==> config.mk <==
export PLATFORM = sky130hd
export DESIGN_NAME = music_recorder
export DESIGN_NICKNAME = d
export VERILOG_FILES = /design/src/rtl/music_recorder_pkg.sv /design/src/rtl/music_recorder_tick_gen.sv /design/src/rtl/music_recorder.sv
export SDC_FILE = /design/constraint.sdc
export NUM_CORES = 1
export LEC_CHECK = 0
export ABC_AREA = 1
export ABC_CLOCK_PERIOD_IN_PS = 5200
export CAP_MARGIN = 20
export CORE_ASPECT_RATIO = 0.8
export CORE_MARGIN = 2
export CORE_UTILIZATION = 45
export CTS_BUF_LIST = sky130_fd_sc_hd__clkbuf_2
export DETAILED_ROUTE_END_ITERATION = 8
export GPL_ROUTABILITY_DRIVEN = 0
export PLACE_DENSITY_LB_ADDON = 0.15
export SLEW_MARGIN = 15
export SYNTH_ARGS = -nofsm -noshare
export SYNTH_HDL_FRONTEND = slang
export SYNTH_SLANG_ARGS = --single-unit
==> constraint.sdc <==
create_clock -name clk -period 5.2 [get_ports clk]
set_input_delay 1.3 -clock clk [delete_from_list [all_inputs] [get_ports clk]]
set_output_delay 1.3 -clock clk [all_outputs]
set_load 0.1 [all_outputs]
==> src/rtl/music_recorder_pkg.sv <==
// Shared types and constants for the music recorder: state encoding and
// the encoder's code space (5-bit, 0 = rest, notes 1..21).
package music_recorder_pkg;
  localparam int                CODE_W   = 5;
  localparam logic [CODE_W-1:0] REST     = 5'd0;
  localparam logic [CODE_W-1:0] MAX_CODE = 5'd21;

  typedef enum logic [1:0] {
    IDLE      = 2'd0,
    REC       = 2'd1,
    PLAY_LOAD = 2'd2,
    PLAY_HOLD = 2'd3
  } state_e;
endpackage

==> src/rtl/music_recorder_tick_gen.sv <==
// Free-running tick divider; clr holds the count at 0 so the first tick
// lands TICK_CYCLES cycles after clr drops.
module tick_gen #(
  parameter int TICK_CYCLES = 1000000
) (
  input  logic clk,
  input  logic rst,
  input  logic clr,
  output logic tick
);
  localparam int            CW   = (TICK_CYCLES > 1) ? $clog2(TICK_CYCLES) : 1;
  localparam logic [CW-1:0] LAST = CW'(TICK_CYCLES - 1);

  logic [CW-1:0] cnt_q, cnt_d;

  always_comb begin
    cnt_d = (clr || cnt_q == LAST) ? '0 : cnt_q + CW'(1);
    tick  = !clr && (cnt_q == LAST);
  end

  always_ff @(posedge clk or posedge rst) begin
    if (rst) cnt_q <= '0;
    else     cnt_q <= cnt_d;
  end
endmodule

==> src/rtl/music_recorder.sv <==
// Run-length record/playback of the encoder code stream: records
// (code, duration) runs per tick and replays them as the same code stream.
module music_recorder
  import music_recorder_pkg::*;
#(
  parameter int DEPTH       = 32,
  parameter int DUR_W       = 8,
  parameter int TICK_CYCLES = 1000000
) (
  input  logic                       clk,
  input  logic                       rst,
  input  logic [CODE_W-1:0]          music_in,
  input  logic                       rec_start,
  input  logic                       play_start,
  input  logic                       stop,
  output logic [CODE_W-1:0]          music_out,
  output logic                       recording,
  output logic                       playing,
  output logic                       full,
  output logic [$clog2(DEPTH):0]     entries
);
  localparam int               AW      = $clog2(DEPTH);
  localparam int               EW      = AW + 1;
  localparam logic [EW-1:0]    LAST    = EW'(DEPTH - 1);
  localparam logic [DUR_W-1:0] DUR_MAX = '1;

  state_e              state_q, state_d;
  logic [EW-1:0]       entries_q, entries_d;
  logic                full_q, full_d;
  logic [CODE_W-1:0]   run_code_q, run_code_d;
  logic [DUR_W-1:0]    run_dur_q, run_dur_d;
  logic [AW-1:0]       rd_ptr_q, rd_ptr_d;
  logic [DUR_W-1:0]    hold_q, hold_d;
  logic [CODE_W-1:0]   music_out_q, music_out_d;
  logic                recording_q, recording_d;
  logic                playing_q, playing_d;

  logic [CODE_W+DUR_W-1:0] mem_q [DEPTH];
  logic                    wr_en;
  logic [CODE_W+DUR_W-1:0] wr_data;
  logic                    tick, tick_clr;

  // Counter is held cleared outside the two timed states, so it restarts on entry.
  assign tick_clr = !(state_q == REC || state_q == PLAY_HOLD);

  tick_gen #(.TICK_CYCLES(TICK_CYCLES)) u_tick (
    .clk (clk),
    .rst (rst),
    .clr (tick_clr),
    .tick(tick)
  );

  always_comb begin
    state_d     = state_q;
    entries_d   = entries_q;
    full_d      = full_q;
    run_code_d  = run_code_q;
    run_dur_d   = run_dur_q;
    rd_ptr_d    = rd_ptr_q;
    hold_d      = hold_q;
    music_out_d = music_out_q;
    wr_en       = 1'b0;
    wr_data     = {run_code_q, run_dur_q};
    case (state_q)
      IDLE: begin
        if (stop) begin
          state_d = IDLE;
        end else if (rec_start) begin
          entries_d  = '0;
          full_d     = 1'b0;
          run_code_d = music_in;
          run_dur_d  = '0;
          state_d    = REC;
        end else if (play_start && entries_q != '0) begin
          rd_ptr_d = '0;
          state_d  = PLAY_LOAD;
        end
      end
      REC: begin
        if (stop) begin
          if (run_dur_q != '0 && !full_q) begin
            wr_en     = 1'b1;
            entries_d = entries_q + EW'(1);
            full_d    = (entries_q == LAST);
          end
          state_d = IDLE;
        end else if (tick) begin
          if (music_in == run_code_q && run_dur_q != DUR_MAX) begin
            run_dur_d = run_dur_q + DUR_W'(1);
          end else begin
            run_code_d = music_in;
            run_dur_d  = DUR_W'(1);
            if (run_dur_q != '0) begin
              wr_en     = 1'b1;
              entries_d = entries_q + EW'(1);
              // Filling the last slot ends the take; the run just started is lost.
              if (entries_q == LAST) begin
                full_d  = 1'b1;
                state_d = IDLE;
              end
            end
          end
        end
      end
      PLAY_LOAD: begin
        if (stop) begin
          music_out_d = REST;
          state_d     = IDLE;
        end else begin
          {music_out_d, hold_d} = mem_q[rd_ptr_q];
          state_d               = PLAY_HOLD;
        end
      end
      PLAY_HOLD: begin
        if (stop) begin
          music_out_d = REST;
          state_d     = IDLE;
        end else if (tick) begin
          hold_d = hold_q - DUR_W'(1);
          if (hold_q == DUR_W'(1)) begin
            if ({1'b0, rd_ptr_q} + EW'(1) < entries_q) begin
              rd_ptr_d = rd_ptr_q + AW'(1);
              state_d  = PLAY_LOAD;
            end else begin
              music_out_d = REST;
              state_d     = IDLE;
            end
          end
        end
      end
      default: state_d = IDLE;
    endcase
    recording_d = (state_d == REC);
    playing_d   = (state_d == PLAY_LOAD) || (state_d == PLAY_HOLD);
  end

  always_ff @(posedge clk or posedge rst) begin
    if (rst) begin
      state_q     <= IDLE;
      entries_q   <= '0;
      full_q      <= 1'b0;
      run_code_q  <= REST;
      run_dur_q   <= '0;
      rd_ptr_q    <= '0;
      hold_q      <= '0;
      music_out_q <= REST;
      recording_q <= 1'b0;
      playing_q   <= 1'b0;
    end else begin
      state_q     <= state_d;
      entries_q   <= entries_d;
      full_q      <= full_d;
      run_code_q  <= run_code_d;
      run_dur_q   <= run_dur_d;
      rd_ptr_q    <= rd_ptr_d;
      hold_q      <= hold_d;
      music_out_q <= music_out_d;
      recording_q <= recording_d;
      playing_q   <= playing_d;
    end
  end

  always_ff @(posedge clk) begin
    if (wr_en) mem_q[entries_q[AW-1:0]] <= wr_data;
  end

  assign music_out = music_out_q;
  assign recording = recording_q;
  assign playing   = playing_q;
  assign full      = full_q;
  assign entries   = entries_q;
endmodule

==> results.toml <==
[status]
status = "finished clean"

[worst_hold_path]
hold-path-cell-count = 1
hp-class = "flop to flop"
min_to = "u_tick.cnt_q[0]"
hold_start = "u_tick.cnt_q[0]"

[yosys]
synth-seq-cells = 477
synth-main-ff-cell = "edfxtp_1"
yosysWarnings = 0
synth_edf_count = 416
syn_avg_cell_area_um2 = 10.5
ys_types = 40
ys_async_sr_fraction_pct = 12.8
seq_area_frac_synth_pct = 66.9
synth_nets = 2018
syn-cell-area_um2 = 20900
synthCells = 1993

[clock_tree]
path_clk_slew_ns = 0.10
cts.htree.levels = 3
cts_post_setup_buffers_inserted = 0
clk_latency_ns = 1.14
ctsResizeCount = 0
cts_buffers = 115
cts_max_path_buffers = 3
cts-root-buf = "clkbuf_2"
cts_num_sinks = 477
cts_hold_buf = 0
tritoncts = "built"

[layout]
mostFrequentLayoutCell = "nand2_1"
drive_above_1_share_pct = 13.0
layoutNonFillerInstCount = 2796
fill_cells = 4301
fin_nets = 2111
multiInputGateArea_um2 = 5900
final_cell_mix = "nand2_1, edfxtp_1, nor2_1"
seqCellArea_um2 = 14000
syn_to_final_growth_pct = 9.34

[timing]
fin_crit_ns = 4.28
finalHoldViolations = 0
fin_setup_tns_ns = 0
max-slew-margin-rel_pct = 29.8
setup_viol = 0
slew_violations = 0
finClkSkew_ns = 0.0854
timing.fmax_mhz = 234
tightest_slew_ns = 1.05
post-route-period-util_pct = 82.3
rsz0062_at_grt = "no"

[worst_setup_path]
cpPeakStageDelay_ns = 1.23
cp-start-kind = "flop"
reg2reg_slack_ns = 1.83
reg2reg_from = "run_dur_q[1]"
crit_buf_inv = 1
cp.arrival_ns = 2.98
crit_path_end_kind = "primary output"
cp_slowest_cell = "clkdlybuf4s50_1"
path_delay_family = "buffers and inverters"
cp_cell_sequence = "clkdlybuf4s50_1"
critPathKind = "flop to primary output"
rr_worst_depth = 10
worstPathRequired_ns = 3.90
rr_endpoint = "mem_q[31][4]"
cp_max_fo = 13

[power_and_ir_drop]
total_leakage_power_nw = 9.19
irDropWorstVdd_mv = 0.304
powerDensity_nw_per_um2 = 408

[place]
portBuffers = 23
dpl.cell_count = 2581
hpwl_mm = 31.8

[global_route]
grt_max_degree = 173
grt_use_total_pct = 22.5
antenna_found_initial = 2
grt_pass1_wl_mm = 82.1
grt_pass1_vias = 14320
grt.overflow.total = 0

[route]
drtIter0Drc = 1274
wire_per_inst_um = 19.0
antenna_left = 0
routed-via-count = 14602
routed_wirelength_mm = 53.0
vias_per_cell = 5.22
post-route-drc-count = 0
drt-pass1-iter-count = 5

[floorplanning]
core_um2 = 45800
die_y_um = 197
start_util_pct = 45.7
fp-row-count = 70
boundaryPins = 24
dieArea_um2 = 48300
die_x_um = 245

[run]
maxCapViolations = 0
## power by group
| group | total [mW] | switching (mW) | internal (mW) |
|---|---|---|---|
| Combinational | 2.17 | 1.65 | 0.518 |
| Sequential | 4.72 | 0.145 | 4.57 |
| Clock | 2.46 | 1.50 | 0.960 |
## cell usage after synthesis (5+ instances only)
cell,instances,area (um^2)
inv_1,128,480
buf_6,9,101
nor3_1,13,65.1
o211ai_1,22,165
edfxtp_1,416,12500
or2_2,20,125
nand2_1,552,2070
nor2_1,218,818
xor2_1,12,105
o22ai_1,5,31.3
nand3_2,5,50.1
o21ai_1,29,145
nand4_1,16,100
buf_4,10,75.1
buf_2,42,210
nand2_4,6,67.6
clkbuf_1,32,120
buf_1,6,22.5
o21ai_0,101,505
ha_1,15,188
dfrtp_1,61,1530
nand3b_1,5,37.5
nand3_1,210,1050
a21oi_1,29,145
## cells by family after synthesis
group / count (synthesis) / synth area share (%)
simple gates: 1058 / 21.5
flops: 477 / 66.9
buf+inv: 232 / 4.91
compound gates: 195 / 5.14
xor+xnor: 16 / 0.669
fa+ha+maj: 15 / 0.896
## sequential cells by signal, summed over array words and instances (netlist names)
name / cells
mem_q: 416
u_tick.cnt_q: 20
hold_q: 8
run_dur_q: 8
entries: 6
music_out: 5
rd_ptr_q: 5
run_code_q: 5
full: 1
playing: 1
recording: 1
state_q: 1
## layout make-up
type / count / share of cell area [%]
clock inverters: 45 / 1.02
flip-flops and latches: 477 / 61.2
clock buffers: 165 / 3.61
inverters: 133 / 2.21
diodes: 5 / 0.0546
repair buffers: 75 / 2.76
well taps: 612 / 3.34
multi-input cells: 1284 / 25.8
## worst max-delay path by stage
stage / startpoint / end / slack [ns] / cells after the start
floorplan: music_in[4] / mem_q[10][0] / 2.13 / 9
global placement: music_in[0] / mem_q[26][8] / 1.23 / 8
detailed placement: music_in[0] / mem_q[26][12] / 1.11 / 8
CTS: entries[2] / entries[2] / 0.83 / 1
global route: entries[2] / entries[2] / 0.76 / 1
finish: entries[2] / entries[2] / 0.92 / 1
## metrics by stage
stage	hold WS (ns)	area [um^2]	total power [mW]	setup slack (ns)	utilization, %
floorplan	0.433	20900	6.25	2.13	-
global placement	0.451	21800	6.95	1.23	47.7
detailed placement	0.477	21800	6.99	1.11	47.7
CTS	0.490	22900	9.44	0.828	50.0
global route	0.516	22900	9.88	0.760	50.0
finish	0.484	22900	9.35	0.920	50.0
## routing by layer
layer / wire length (um) / track usage [%]
met1: 25400 / 33.4
met2: 22600 / 33.0
met3: 3700 / 4.74
met4: 1400 / 7.57
met5: 0 / 0
No activity file was read; power rests on OpenSTA's default activity.
